`src/rtl/multicycle_controller_if.sv`:
```
// Control/status bundle between the multicycle ARM controller (master) and its datapath (slave).
interface multicycle_controller_if;
    logic [19:0] Instr;
    logic [3:0]  ALUFlags;
    logic        mem_ready;
    logic        PCWrite;
    logic        IRWrite;
    logic        MemWrite;
    logic        RegWrite;
    logic        AdrSrc;
    logic [1:0]  ResultSrc;
    logic        ALUSrcA;
    logic [1:0]  ALUSrcB;
    logic [1:0]  ImmSrc;
    logic [1:0]  RegSrc;
    logic [1:0]  ALUControl;
    logic [3:0]  state;

    modport master (
        input  Instr, ALUFlags, mem_ready,
        output PCWrite, IRWrite, MemWrite, RegWrite, AdrSrc, ResultSrc,
               ALUSrcA, ALUSrcB, ImmSrc, RegSrc, ALUControl, state
    );

    modport slave (
        output Instr, ALUFlags, mem_ready,
        input  PCWrite, IRWrite, MemWrite, RegWrite, AdrSrc, ResultSrc,
               ALUSrcA, ALUSrcB, ImmSrc, RegSrc, ALUControl, state
    );
endinterface

```
`src/rtl/multicycle_controller.sv`:
```
// Multicycle ARM control unit: main FSM, ALU decode, ImmSrc/RegSrc decode and condition logic.
// Optional macro MEM_WAIT_EN: FETCH/MEMREAD/MEMWRITE stall until mem_ready.
module multicycle_controller (
    input  logic                    clk,
    input  logic                    reset_n,
    multicycle_controller_if.master bus
);
    localparam logic [3:0] S_FETCH    = 4'd0;
    localparam logic [3:0] S_DECODE   = 4'd1;
    localparam logic [3:0] S_MEMADR   = 4'd2;
    localparam logic [3:0] S_MEMREAD  = 4'd3;
    localparam logic [3:0] S_MEMWB    = 4'd4;
    localparam logic [3:0] S_MEMWRITE = 4'd5;
    localparam logic [3:0] S_EXECUTER = 4'd6;
    localparam logic [3:0] S_EXECUTEI = 4'd7;
    localparam logic [3:0] S_ALUWB    = 4'd8;
    localparam logic [3:0] S_BRANCH   = 4'd9;
    localparam logic [3:0] S_UNKNOWN  = 4'd10;

    logic [3:0] state_q, state_d;
    logic [3:0] flags_q, flags_d;
    logic       condex_q, condex_d;

    logic [3:0] cond;
    logic [1:0] op;
    logic [5:0] funct;
    logic [3:0] rd;
    logic [3:0] unused_instr;
    logic       mem_go;

    assign cond         = bus.Instr[19:16];
    assign op           = bus.Instr[15:14];
    assign funct        = bus.Instr[13:8];
    assign rd           = bus.Instr[3:0];
    assign unused_instr = bus.Instr[7:4];

`ifdef MEM_WAIT_EN
    assign mem_go = bus.mem_ready;
`else
    logic unused_mem_ready;
    assign mem_go           = 1'b1;
    assign unused_mem_ready = bus.mem_ready;
`endif

    always_comb begin
        state_d = state_q;
        case (state_q)
            S_FETCH:    if (mem_go) state_d = S_DECODE;
            S_DECODE: begin
                case (op)
                    2'b00:   state_d = funct[5] ? S_EXECUTEI : S_EXECUTER;
                    2'b01:   state_d = S_MEMADR;
                    2'b10:   state_d = S_BRANCH;
                    default: state_d = S_UNKNOWN;
                endcase
            end
            S_MEMADR:   state_d = funct[0] ? S_MEMREAD : S_MEMWRITE;
            S_MEMREAD:  if (mem_go) state_d = S_MEMWB;
            S_MEMWRITE: if (mem_go) state_d = S_FETCH;
            S_EXECUTER,
            S_EXECUTEI: state_d = S_ALUWB;
            default:    state_d = S_FETCH;
        endcase
    end

    logic       next_pc, ir_write, mem_w, reg_w, branch, alu_op;
    logic       adr_src, alu_src_a;
    logic [1:0] result_src, alu_src_b;

    always_comb begin
        next_pc    = 1'b0;
        ir_write   = 1'b0;
        mem_w      = 1'b0;
        reg_w      = 1'b0;
        branch     = 1'b0;
        alu_op     = 1'b0;
        adr_src    = 1'b0;
        alu_src_a  = 1'b0;
        result_src = 2'b00;
        alu_src_b  = 2'b00;
        case (state_q)
            S_FETCH: begin
                alu_src_a  = 1'b1;
                alu_src_b  = 2'b10;
                result_src = 2'b10;
                ir_write   = mem_go;
                next_pc    = mem_go;
            end
            S_DECODE: begin
                alu_src_a  = 1'b1;
                alu_src_b  = 2'b10;
                result_src = 2'b10;
            end
            S_MEMADR:   alu_src_b = 2'b01;
            S_MEMREAD:  adr_src   = 1'b1;
            S_MEMWB: begin
                result_src = 2'b01;
                reg_w      = 1'b1;
            end
            S_MEMWRITE: begin
                adr_src = 1'b1;
                mem_w   = 1'b1;
            end
            S_EXECUTER: alu_op = 1'b1;
            S_EXECUTEI: begin
                alu_src_b = 2'b01;
                alu_op    = 1'b1;
            end
            S_ALUWB:    reg_w = 1'b1;
            S_BRANCH: begin
                alu_src_b  = 2'b01;
                result_src = 2'b10;
                branch     = 1'b1;
            end
            default: ;
        endcase
    end

    logic [1:0] alu_control;
    logic [1:0] flag_w;

    // Unrecognised commands execute as ADD, so they also count as arithmetic for C/V.
    always_comb begin
        alu_control = 2'b00;
        flag_w      = 2'b00;
        if (alu_op) begin
            case (funct[4:1])
                4'b0100: alu_control = 2'b00;
                4'b0010: alu_control = 2'b01;
                4'b0000: alu_control = 2'b10;
                4'b1100: alu_control = 2'b11;
                default: alu_control = 2'b00;
            endcase
            flag_w[1] = funct[0];
            flag_w[0] = funct[0] & ~alu_control[1];
        end
    end

    logic flag_n, flag_z, flag_c, flag_v;
    logic cond_ok;

    assign {flag_n, flag_z, flag_c, flag_v} = flags_q;

    always_comb begin
        case (cond)
            4'b0000: cond_ok = flag_z;
            4'b0001: cond_ok = ~flag_z;
            4'b0010: cond_ok = flag_c;
            4'b0011: cond_ok = ~flag_c;
            4'b0100: cond_ok = flag_n;
            4'b0101: cond_ok = ~flag_n;
            4'b0110: cond_ok = flag_v;
            4'b0111: cond_ok = ~flag_v;
            4'b1000: cond_ok = flag_c & ~flag_z;
            4'b1001: cond_ok = ~flag_c | flag_z;
            4'b1010: cond_ok = (flag_n == flag_v);
            4'b1011: cond_ok = (flag_n != flag_v);
            4'b1100: cond_ok = ~flag_z & (flag_n == flag_v);
            4'b1101: cond_ok = flag_z | (flag_n != flag_v);
            4'b1110: cond_ok = 1'b1;
            default: cond_ok = 1'b0;
        endcase
    end

    logic in_execute;
    assign in_execute = (state_q == S_EXECUTER) || (state_q == S_EXECUTEI);

    always_comb begin
        condex_d = (state_q == S_DECODE) ? cond_ok : condex_q;
        flags_d  = flags_q;
        if (in_execute && condex_q) begin
            if (flag_w[1]) flags_d[3:2] = bus.ALUFlags[3:2];
            if (flag_w[0]) flags_d[1:0] = bus.ALUFlags[1:0];
        end
    end

    always_ff @(posedge clk or negedge reset_n) begin
        if (!reset_n) begin
            state_q  <= S_FETCH;
            flags_q  <= 4'b0000;
            condex_q <= 1'b0;
        end else begin
            state_q  <= state_d;
            flags_q  <= flags_d;
            condex_q <= condex_d;
        end
    end

    // Enables are gated by reset_n so nothing is written while reset is held.
    logic pcs;
    assign pcs = branch | (reg_w & (rd == 4'hF));

    assign bus.PCWrite    = reset_n & (next_pc | (pcs & condex_q));
    assign bus.IRWrite    = reset_n & ir_write;
    assign bus.RegWrite   = reset_n & reg_w & condex_q;
    assign bus.MemWrite   = reset_n & mem_w & condex_q;
    assign bus.AdrSrc     = adr_src;
    assign bus.ResultSrc  = result_src;
    assign bus.ALUSrcA    = alu_src_a;
    assign bus.ALUSrcB    = alu_src_b;
    assign bus.ImmSrc     = op;
    assign bus.RegSrc     = {op == 2'b01, op == 2'b10};
    assign bus.ALUControl = alu_control;
    assign bus.state      = state_q;
endmodule

```
`src/flat_wrapper.sv`:
```
// flat-port wrapper written by rule: the top's interface ports become plain ports
module multicycle_controller_flat 
  (clk, reset_n, bus_Instr, bus_ALUFlags, bus_mem_ready, bus_PCWrite, bus_IRWrite, bus_MemWrite, bus_RegWrite, bus_AdrSrc, bus_ResultSrc, bus_ALUSrcA, bus_ALUSrcB, bus_ImmSrc, bus_RegSrc, bus_ALUControl, bus_state);
  multicycle_controller_if bus_i ();
  input  logic clk;
  input  logic reset_n;
  input wire logic [$bits(bus_i.Instr)-1:0] bus_Instr;
  input wire logic [$bits(bus_i.ALUFlags)-1:0] bus_ALUFlags;
  input wire logic [$bits(bus_i.mem_ready)-1:0] bus_mem_ready;
  output wire logic [$bits(bus_i.PCWrite)-1:0] bus_PCWrite;
  output wire logic [$bits(bus_i.IRWrite)-1:0] bus_IRWrite;
  output wire logic [$bits(bus_i.MemWrite)-1:0] bus_MemWrite;
  output wire logic [$bits(bus_i.RegWrite)-1:0] bus_RegWrite;
  output wire logic [$bits(bus_i.AdrSrc)-1:0] bus_AdrSrc;
  output wire logic [$bits(bus_i.ResultSrc)-1:0] bus_ResultSrc;
  output wire logic [$bits(bus_i.ALUSrcA)-1:0] bus_ALUSrcA;
  output wire logic [$bits(bus_i.ALUSrcB)-1:0] bus_ALUSrcB;
  output wire logic [$bits(bus_i.ImmSrc)-1:0] bus_ImmSrc;
  output wire logic [$bits(bus_i.RegSrc)-1:0] bus_RegSrc;
  output wire logic [$bits(bus_i.ALUControl)-1:0] bus_ALUControl;
  output wire logic [$bits(bus_i.state)-1:0] bus_state;
  assign bus_i.Instr = bus_Instr;
  assign bus_i.ALUFlags = bus_ALUFlags;
  assign bus_i.mem_ready = bus_mem_ready;
  assign bus_PCWrite = bus_i.PCWrite;
  assign bus_IRWrite = bus_i.IRWrite;
  assign bus_MemWrite = bus_i.MemWrite;
  assign bus_RegWrite = bus_i.RegWrite;
  assign bus_AdrSrc = bus_i.AdrSrc;
  assign bus_ResultSrc = bus_i.ResultSrc;
  assign bus_ALUSrcA = bus_i.ALUSrcA;
  assign bus_ALUSrcB = bus_i.ALUSrcB;
  assign bus_ImmSrc = bus_i.ImmSrc;
  assign bus_RegSrc = bus_i.RegSrc;
  assign bus_ALUControl = bus_i.ALUControl;
  assign bus_state = bus_i.state;
  multicycle_controller u_core (.clk(clk), .reset_n(reset_n), .bus(bus_i));
endmodule
```
`config.mk`:
```
export PLATFORM = sky130hd
export DESIGN_NAME = multicycle_controller_flat
export DESIGN_NICKNAME = d
export VERILOG_FILES = /design/src/rtl/multicycle_controller_if.sv /design/src/rtl/multicycle_controller.sv /design/src/flat_wrapper.sv
export SDC_FILE = /design/constraint.sdc
export NUM_CORES = 1
export LEC_CHECK = 0
export BUFFER_PORTS_ARGS = -buffer_cell sky130_fd_sc_hd__buf_2
export CAP_MARGIN = 20
export CELL_PAD_IN_SITES_DETAIL_PLACEMENT = 0
export CELL_PAD_IN_SITES_GLOBAL_PLACEMENT = 2
export CORE_AREA = 2 2 53 80
export DETAILED_ROUTE_END_ITERATION = 16
export DIE_AREA = 0 0 55 82
export GPL_TIMING_DRIVEN = 1
export PLACE_DENSITY_LB_ADDON = 0.1
export SKIP_CTS_REPAIR_TIMING = 1
export SLEW_MARGIN = 20
export SYNTH_ARGS = -nofsm -noshare
export SYNTH_HDL_FRONTEND = slang
export SYNTH_SLANG_ARGS = --single-unit
```
`constraint.sdc`:
```
create_clock -name clk -period 1.95 [get_ports clk]
set_input_delay 0.39 -clock clk [delete_from_list [all_inputs] [get_ports clk]]
set_output_delay 0.39 -clock clk [all_outputs]
set_load 0.02 [all_outputs]
```
* Word level (Yosys, flattened, before mapping)
Index checks and enable logic that the tools add are counted.
Operators by class: muxes and demuxes 18, reductions and logical operators 14, equal/unequal tests 30, bitwise gates (word level) 20
Operators by type and width (number):
- $eq A4 B4 Y1 const B | 11
- $eq A4 B3 Y1 const B | 8
- $eq A4 B2 Y1 const B | 5
- $pmux W4 S5 | 1
- $pmux W1 S15 | 1
- $logic_not A4 Y1 | 3
- $pmux W4 S3 | 1
- $and A1 B1 Y1 | 11
- $eq A4 B1 Y1 const B | 2
- $mux W1 | 8
- $pmux W2 S2 | 2
- $reduce_or A2 Y1 | 4
- $mux W2 | 3
- $pmux W2 S3 | 1
- $reduce_or A3 Y1 | 2
- $not A1 Y1 | 5
- $or A1 B1 Y1 | 4
- $reduce_and A2 Y1 | 2
- $mux W3 | 1
- $eq A2 B1 Y1 const B | 1
- $eq A2 B2 Y1 const B | 1
- $logic_not A2 Y1 | 1
- $eq A1 B1 Y1 | 1
- $logic_and A1 B1 Y1 | 1
- 2 further kinds | 2
Word-level totals: flip-flop bits (word level) 9, word-level logic and storage cells 86, output and inout bits 20, input bits 27

* Logic depth before layout (Yosys ltp)
Gate-level depths: netlist of the first run.
depth in word-level cells 8, gate-level depth with buffers 6, depth with buffers taken out 5

* Least setup slack after synthesis of the first run
Ideal clock, no wire load.
path kind reg2out, start point register u_core.state_q[3], in the netlist u_core.bus.state[3], end point output bus_PCWrite, data required time 1560 ps, setup slack -155 ps, path buffers 0, arrival 1715 ps, stages on the path, launching flop included 4, path through dfrtp_1 > nand2b_4 > a2111oi_2 > a32o_1
On the way: cells in the longest elaborated chain, start to end 8, elaborated cells between the ends (all ways) 13, those cells by class eq/ne: 3; mux: 3; bitwise: 5; reduce/logical: 2
Ends and longest elaborated chain:
- start: declaration | RTL line multicycle_controller.sv:20 | logic [3:0] state_q, state_d;
- start signal: assignment | RTL line multicycle_controller.sv:183 | state_q <= state_d;
- $eq A4 B4 Y1 or $eq A4 B3 Y1 (tied branches) | RTL line multicycle_controller.sv:81 | case (state_q)
- $reduce_or A2 Y1 (no source line)
- $mux W1 | RTL line multicycle_controller.sv:81
- $and A1 B1 Y1 | RTL line multicycle_controller.sv:191 | assign pcs = branch | (reg_w & (rd == 4'hF));
- $or A1 B1 Y1 | RTL line multicycle_controller.sv:191
- $and A1 B1 Y1 | RTL line multicycle_controller.sv:193 | assign bus.PCWrite = reset_n & (next_pc | (pcs & condex_q));
- $or A1 B1 Y1 * | RTL line multicycle_controller.sv:193
- $and A1 B1 Y1 * | RTL line multicycle_controller.sv:193
- end: declaration | RTL line flat_wrapper.sv:10 | output wire logic [$bits(bus_i.PCWrite)-1:0] bus_PCWrite;
Mark *: on every way between the ends. The rest lies on a longest branch, timed or not.

* Worst setup path after layout of the first run
start point register u_core.state_q[3], in the netlist u_core.bus.state[3], end point output bus_ALUControl[1]
On the way: cells in the longest elaborated chain, start to end 4, elaborated cells between the ends (all ways) 5, those cells by class eq/ne: 2; mux: 2; reduce/logical: 1
Ends and longest elaborated chain:
- $eq A4 B3 Y1 | RTL line multicycle_controller.sv:81
- $reduce_or A2 Y1 (no source line) *
- $mux W1 * | RTL line multicycle_controller.sv:81
- $mux W2 * | RTL line multicycle_controller.sv:126 | if (alu_op) begin
- end: declaration | RTL line flat_wrapper.sv:20 | output wire logic [$bits(bus_i.ALUControl)-1:0] bus_ALUControl;
Marked as above.

==> results of run 1 <==
power breakdown:
part | leakage (nW) | switching (W) | internal [W]
clock | 0.0228 | 0.0000705 | 0.000142
sequential | 0.113 | 0.000167 | 0.000276
combinational | 0.417 | 0.000568 | 0.000493
cell families (layout without fill, tap and decap cells):
logic type | Yosys count | count (layout) | share of synthesized area
and+or+nand+nor | 47 | 47 | 0.329
xor gates and xnor gates | 4 | 4 | 0.0429
buffers and inverters | 12 | 55 | 0.0704
AOI/OAI and AO/OA | 20 | 20 | 0.190
muxes | 7 | 7 | 0.0919
DFF | 9 | 9 | 0.276
Yosys cell counts (all sizes together), types with 2 or more instances:
| cell | number | area share |
|---|---|---|
| or2 | 2 | 0.018 |
| nor4bb | 2 | 0.025 |
| xnor2 | 2 | 0.021 |
| nand2 | 9 | 0.041 |
| xor2 | 2 | 0.021 |
| nor3 | 6 | 0.037 |
| o311ai | 2 | 0.021 |
| a21oi | 3 | 0.018 |
| nand3 | 3 | 0.018 |
| nor3b | 2 | 0.018 |
| o21ai | 3 | 0.018 |
| buf | 5 | 0.037 |
| inv | 3 | 0.014 |
| dfrtp | 9 | 0.28 |
| mux2i | 3 | 0.037 |
| mux2 | 4 | 0.055 |
| clkbuf | 4 | 0.020 |
| nor2 | 11 | 0.063 |
| nor2b | 4 | 0.031 |
| nand2b | 3 | 0.032 |
state kept, by name (all words and copies together), names as in the netlist:
name and cells:
u_core.flags_q 4, u_core.bus.state 4, u_core.condex_q 1
per-stage QoR:
| stage | utilization | area [sq um] | hold slack, ps | power [W] |
|---|---|---|---|---|
| 2_1_floorplan | - | 836 | 94.4 | 0.00109 |
| 5_1_grt | 0.309 | 1190 | 117 | 0.00186 |
| 4_1_cts | 0.290 | 1120 | 108 | 0.00162 |
| 3_5_place_dp | 0.279 | 1070 | 358 | 0.00140 |
| 6_report | 0.309 | 1190 | 105 | 0.00172 |
| 3_3_place_gp | 0.279 | 1070 | 358 | 0.00140 |
worst register-to-register path, stage by stage (launching register included):
cell and delay [ps]:
dfrtp_2 440, nand2b_4 180, or2_4 270, nor2_4 140, o31a_2 180, mux2_1 320
metal layers:
metal / GRT usage / wire, microns / vias up
li1: - / - / 446
met1: 0.124 / 875 / 403
met2: 0.199 / 1380 / 21
met3: 0.0164 / 113 / 2
met4: 0.0512 / 23 / 0
met5: 0 / 0 / -
worst min path at each step:
stage	cells after the start	slack (ps)	endpoint	start
final	2	100	u_core.flags_q[1]	reset_n
after detailed placement	2	360	u_core.flags_q[1]	reset_n
after global placement	2	360	u_core.flags_q[0]	reset_n
after floorplan	0	90	u_core.bus.state[0]	reset_n
after global routing	2	120	u_core.flags_q[0]	reset_n
after CTS	2	110	u_core.flags_q[1]	reset_n
area by class of cell:
| class | instances | area [sq um] |
|---|---|---|
| Clock buffer | 4 | 45.0 |
| Fill cell | 452 | 2660 |
| Inverter | 3 | 11.3 |
| Multi-Input combinational cell | 78 | 571 |
| Sequential cell | 9 | 228 |
| Tap cell | 45 | 56.3 |
| Timing Repair Buffer | 48 | 279 |
==> qor.yml, run 1 <==
worst_setup_path:
  arrival_ps: 1510
  cp_slowest_cell: "dfrtp_2"
  cp_cell_sequence: "nand2b_4, or2_4, nor4_4, buf_4"
  worst_r2r_startpoint: "u_core.bus.state[3]"
  path_delay_family: "simple AND/OR/NAND/NOR gates"
  cp-start-kind: "register"
  cp.required_ps: 1560
  cp.depth: 4
  reg2reg_to: "u_core.flags_q[0]"
  critical_path.startpoint: "u_core.bus.state[3]"
  path_buf_inv: 1
  cp_max_fo: 6
  worstRegToRegCells: 5
  cpPeakStageDelay_ps: 440
  worstSetupPathType: "register to primary output"
  cp-end-kind: "primary output"
  endpoint: "bus_ALUControl[1]"
  r2r_setup_slack_ps: 310
floorplan:
  dieArea_sq_mm: 0.00451
  start_util: 0.212
  die_x_microns: 55
  die_y_microns: 82
  fp-row-count: 28
  core_sq_mm: 0.00385
  pin_count: 47
clocking:
  clk_pin_slew_ps: 40
  root_buffer: "clkbuf_8"
  h-tree-depth: 1
  numCtsBuffers: 3
  cts_tree: "done"
  cts_buffer_depth: 2
  cts.sinks: 9
  insertion_delay_ps: 230
timing:
  fmax_ghz: 0.527
  fin_setup_tns_ps: 0
  fin_crit_ps: 1900
  setup_viol: 0
  slew_headroom: 0.724
  setup_ws_ps: 53.6
  slew_violations: 0
  fin_crit_sh: 0.973
  skew_ps: 1.47
  hold_viol: 0
  rsz0062_at_grt: "yes"
  tightestPinTransition_ps: 414
power:
  ir_drop_uv: 505
  leakagePower_nw: 0.553
  power_density_mw_per_mm2: 1440
hold_path:
  min_path_type: "primary input to async pin"
cells_and_area:
  diodes: 0
  nets: 170
  mostFrequentLayoutCells: "39 x buf_2, 9 x nand2_1, 9 x nor2_1, 7 x buf_4, 7 x dfrtp_1"
  synthToLayoutAreaGrowth_pct: 45.6
  fin_cells: 187
  drive_above_1_share: 0.458
  layout_commonest_cell: "buf_2"
grt:
  first_global_vias: 771
  antenna_found_initial: 0
  grt_max_degree: 13
  grt_pass1_wl_microns: 3620
  grt_usage: 0.111
  grt-ovfl-total: 0
synth:
  synth_edf_count: 0
  ys_seq_elements: 9
  yosysSeqAreaShare: 0.276
  synth_cells: 99
  ys_types: 45
  synthesis.area_sq_um: 817
  synthesis.nets: 126
  synthArstFlopShare: 1.00
  ys.flop_type: "dfrtp_1"
  syn_area_per_cell_sq_um: 8.25
  ys_warn_count: 0
detailed_routing:
  firstDrtPassIters: 4
  routed_wirelength_microns: 2400
  antenna_left: 0
  drt_iter0_markers: 9
  vias_per_cell: 4.66
  num_vias: 872
  drcViolationCount: 0
  wl_per_cell_microns: 12.8
status:
  status: "finished clean"
placed_design:
  dp.cells: 179
  gp_congestion: 0.778
  pre_cts_slack_ps: 191
  portBuffers: 41
  place_hpwl_microns: 1970
job:
  cap_viol_max_count: 0
No activity file was read; power rests on OpenSTA's default activity.
==> run 2, diff against run 1 <==
GPL_TIMING_DRIVEN = 0   (was 1)
==> qor.yml, run 2 (synthesis results as in run 1) <==
cells_and_area:
  fin_cells: 190
  final_cell_area_sq_mm: 0.00120
  nets: 173
  layout_commonest_cell: "buf_2"
  mostFrequentLayoutCells: "40 x buf_2, 9 x nand2_1, 9 x nor2_1, 7 x buf_4"
  synthToLayoutAreaGrowth_pct: 46.4
  diodes: 0
  drive_above_1_share: 0.483
job:
  cap_viol_max_count: 0
floorplan:
  dieArea_sq_mm: 0.00451
  fp-row-count: 28
  die_y_microns: 82
  core_sq_mm: 0.00385
  die_x_microns: 55
  pin_count: 47
  start_util: 0.212
grt:
  grt_use_met1: 0.138
  first_global_vias: 799
  use_met2: 0.199
  use_met3: 0.0218
  busiest_layer: "met2"
  grt-ovfl-total: 0
  grt_usage: 0.116
  antenna_found_initial: 0
  grt_pass1_wl_microns: 3770
  grt_max_degree: 13
timing:
  hold_viol: 0
  tightestPinTransition_ps: 328
  slew_violations: 0
  fin_setup_tns_ps: 0
  setup_viol: 0
  fin_crit_ps: 1900
  slew_headroom: 0.779
  whs_ps: 25.8
  fin_crit_sh: 0.973
  skew_ps: 1.65
  fmax_ghz: 0.527
  rsz0062_at_grt: "yes"
power:
  power.total_w: 0.00171
  leakagePower_nw: 0.557
  power_density_mw_per_mm2: 1430
  ir_drop_uv: 617
worst_setup_path:
  cp_max_fo: 8
  worstSetupPathType: "register to primary output"
  arrival_ps: 1510
  cp-end-kind: "primary output"
  cp-start-kind: "register"
  cp.required_ps: 1560
detailed_routing:
  drcViolationCount: 0
  wl_per_cell_microns: 12.4
  firstDrtPassIters: 4
  routed_wirelength_microns: 2350
  drt_iter0_markers: 18
  vias_per_cell: 4.74
  num_vias: 901
  antenna_left: 0
clocking:
  cts_tree: "done"
  cts.sinks: 9
  insertion_delay_ps: 230
  numCtsBuffers: 3
  h-tree-depth: 1
  root_buffer: "clkbuf_8"
  cts_buffer_depth: 2
  clk_pin_slew_ps: 40
placed_design:
  gp_congestion: 0.732
  place_area_sq_mm: 0.00109
  portBuffers: 40
  dp.cells: 184
  place_hpwl_microns: 1980
hold_path:
  min_path_type: "primary input to async pin"
status:
  status: "finished clean"
-- run 2: changes by cell type in the layout (fill, tap and decap cells not counted) --
cell      change
nor4_4        -1
dfrtp_1       -1
nor4_2        +1
dfrtp_2       +1
buf_12        -1
nor4b_1       -1
or2_4         +1
clkbuf_1      +1
nor4b_2       +1
clkbuf_2      +1
buf_6         +1
or2_1         -1
buf_2         +1
-- run 2: stage by stage --
| stage | setup WS, ps | utilization |
|---|---|---|
| after floorplan | -150 | - |
| after global placement | 52.0 | 0.283 |
| after detailed placement | 38.2 | 0.283 |
| after CTS | -134 | 0.295 |
| after global routing | -24.9 | 0.310 |
| final | 52.1 | 0.310 |
-- run 2: path summary, 6_finish.rpt --
| path | end | startpoint | cells after the start | slack, ps |
|---|---|---|---|---|
| max | bus_ALUControl[1] | u_core.bus.state[3] | 4 | 50 |
| min | u_core.flags_q[3] | reset_n | 1 | 30 |
| max reg2reg | u_core.flags_q[0] | u_core.bus.state[3] | 5 | 310 |
| min reg2reg | u_core.flags_q[1] | u_core.flags_q[1] | 1 | 540 |
| max in group asynchronous | u_core.bus.state[0] | reset_n | 1 | 1700 |
| min in group clk | u_core.flags_q[0] | bus_ALUFlags[0] | 2 | 380 |
-- run 2: critical path: stages, from the launching register on --
cell and delay (ps):
dfrtp_2 460, nand2b_4 180, or2_4 260, nor4_2 200
buf_4 180
-- run 2: cell type report --
| cell class | count | area [sq um] |
|---|---|---|
| Multi-Input combinational cell | 78 | 571 |
| Sequential cell | 9 | 229 |
| Timing Repair Buffer | 44 | 239 |
| Inverter | 3 | 11.3 |
| Buffer | 7 | 45.0 |
| Clock buffer | 4 | 45.0 |
| Tap cell | 45 | 56.3 |
| Fill cell | 452 | 2660 |
-- run 2: report_power, final --
group | internal [W] | switching [W] | leakage (nW) | total, W
logic | 0.000480 | 0.000600 | 0.423 | 0.00108
clock network | 0.000142 | 0.0000684 | 0.0228 | 0.000210
registers | 0.000279 | 0.000140 | 0.112 | 0.000419
-- run 2: routing by layer --
metal	part of all wire	vias to the layer above
met2	0.57	32
met3	0.052	4
met4	0.013	0
met1	0.37	413
met5	0	-
li1	-	452
==> run 3, diff against run 2 <==
CORE_AREA = 2 2 56 84   (was 2 2 53 80)
DIE_AREA = 0 0 58 86   (was 0 0 55 82)
RECOVER_POWER = 100   (was not set)
clock period = 1.5 ns   (was 1.95 ns; I/O delays follow)
==> qor.yml, run 3 (synthesis results as in run 1) <==
status:
  status: "complete, but fails checks"
  violations: "setup timing"
detailed_routing:
  firstDrtPassIters: 4
  drcViolationCount: 0
  num_vias: 923
  routed_wirelength_microns: 2690
  antenna_left: 0
  vias_per_cell: 4.66
  drt_iter0_markers: 12
  wl_per_cell_microns: 13.6
timing:
  fmax_ghz: 0.546
  rsz0062_at_grt: "yes"
  tightestPinTransition_ps: 439
  slew_violations: 0
  skew_ps: 3.75
  setup_viol: 15
  whs_ps: 297
  hold_viol: 0
  fin_crit_sh: 1.22
  fin_crit_ps: 1830
  slew_headroom: 0.706
  setup_ws_ps: -332
worst_setup_path:
  worstRegToRegCells: 6
  cp-start-kind: "register"
  cp_cell_sequence: "nand2b_4, or2_4, buf_4, nor3_4, buf_6"
  cpPeakStageDelay_ps: 440
  r2r_setup_slack_ps: -290
  cp-end-kind: "primary output"
  cp_slowest_cell: "dfrtp_2"
  arrival_ps: 1530
  cp.required_ps: 1200
  reg2reg_to: "u_core.flags_q[1]"
  worst_r2r_startpoint: "u_core.bus.state[3]"
  cp_max_fo: 6
  worstSetupPathType: "register to primary output"
cells_and_area:
  drive_above_1_share: 0.579
  synthToLayoutAreaGrowth_pct: 68.5
  diodes: 0
  register_area_sq_um: 231
  mostFrequentLayoutCells: "33 x buf_2, 18 x buf_4, 8 x nand2_1, 7 x nor2_1"
  final_util: 0.327
  nets: 180
  multi_input_area_sq_um: 658
  fillers: 476
  layout_commonest_cell: "buf_2"
placed_design:
  gp_congestion: 0.691
  portBuffers: 40
  place_hpwl_microns: 2120
  pre_cts_slack_ps: -280
clocking:
  insertion_delay_ps: 230
  numCtsBuffers: 3
  h-tree-depth: 1
  cts_tree: "done"
  cts.sinks: 9
  root_buffer: "clkbuf_8"
  clk_pin_slew_ps: 50
  cts_buffer_depth: 2
hold_path:
  whs_path_depth: 2
  min_path_type: "primary input to register"
  hp-start: "bus_ALUFlags[2]"
  worstHoldEndpoint: "u_core.flags_q[2]"
floorplan:
  start_util: 0.194
  pin_count: 47
  fp-row-count: 29
  die_x_microns: 58
  die_y_microns: 86
  core_sq_mm: 0.00421
  dieArea_sq_mm: 0.00499
job:
  cap_viol_max_count: 0
grt:
  first_global_vias: 866
  grt_pass1_wl_microns: 4200
  grt_max_degree: 13
  grt-ovfl-total: 0
  grt_usage: 0.108
  antenna_found_initial: 0
power:
  power.total_w: 0.00258
  ir_drop_uv: 1230
  power_density_mw_per_mm2: 1870
  leakagePower_nw: 0.625
## run 3: changes by cell type in the layout (fill, tap and decap cells not counted), moves of 3 or more
cell	previous run	this run
buf_4	7	18
buf_2	40	33
mux2_4	0	4
buf_6	2	5
## run 3: how the worst max path moves through the flow
stage | depth (start not counted) | slack, ps | start | to
2_1_floorplan | 3 | -240 | u_core.bus.state[2] | bus_PCWrite
3_3_place_gp | 5 | -280 | reset_n | bus_PCWrite
3_5_place_dp | 5 | -280 | reset_n | bus_PCWrite
4_1_cts | 4 | -470 | u_core.bus.state[3] | bus_IRWrite
5_1_grt | 4 | -390 | u_core.bus.state[3] | bus_ALUControl[1]
6_report | 5 | -330 | u_core.bus.state[3] | bus_ALUControl[0]
## run 3: per-stage QoR
step / area [sq um] / std cells / TNS, ps
after floorplan: 917 / 99 / -1010
after global placement: 1170 / 185 / -1510
after detailed placement: 1170 / 185 / -1520
after CTS: 1220 / 189 / -3890
after global routing: 1380 / 198 / -3730
final: 1380 / 198 / -2680
## run 3: layout make-up
class / instances / area share
inverter: 3 / 0.0100
clock buffer: 4 / 0.0327
timing repair buffer: 51 / 0.235
multi-input combinational: 78 / 0.478
buffer: 7 / 0.0345
tap: 46 / 0.0418
sequential: 9 / 0.168
## run 3: per-layer routing
layer,GRT usage,part of all wire
met2,0.205,0.56
met1,0.117,0.37
met5,0,0
met3,0.0166,0.055
met4,0.0381,0.0052
## run 3: power by group
| part | internal, W | switching, W | leakage (nW) |
|---|---|---|---|
| Clock | 0.000185 | 0.0000966 | 0.0228 |
| Combinational | 0.000855 | 0.000900 | 0.494 |
| Sequential | 0.000366 | 0.000174 | 0.108 |
## run 3: worst max-delay path: cells and delay by family (launching register included)
kind	cells	cell delay [ps]
simple gates	3	580
flops	1	440
buf+inv	2	290
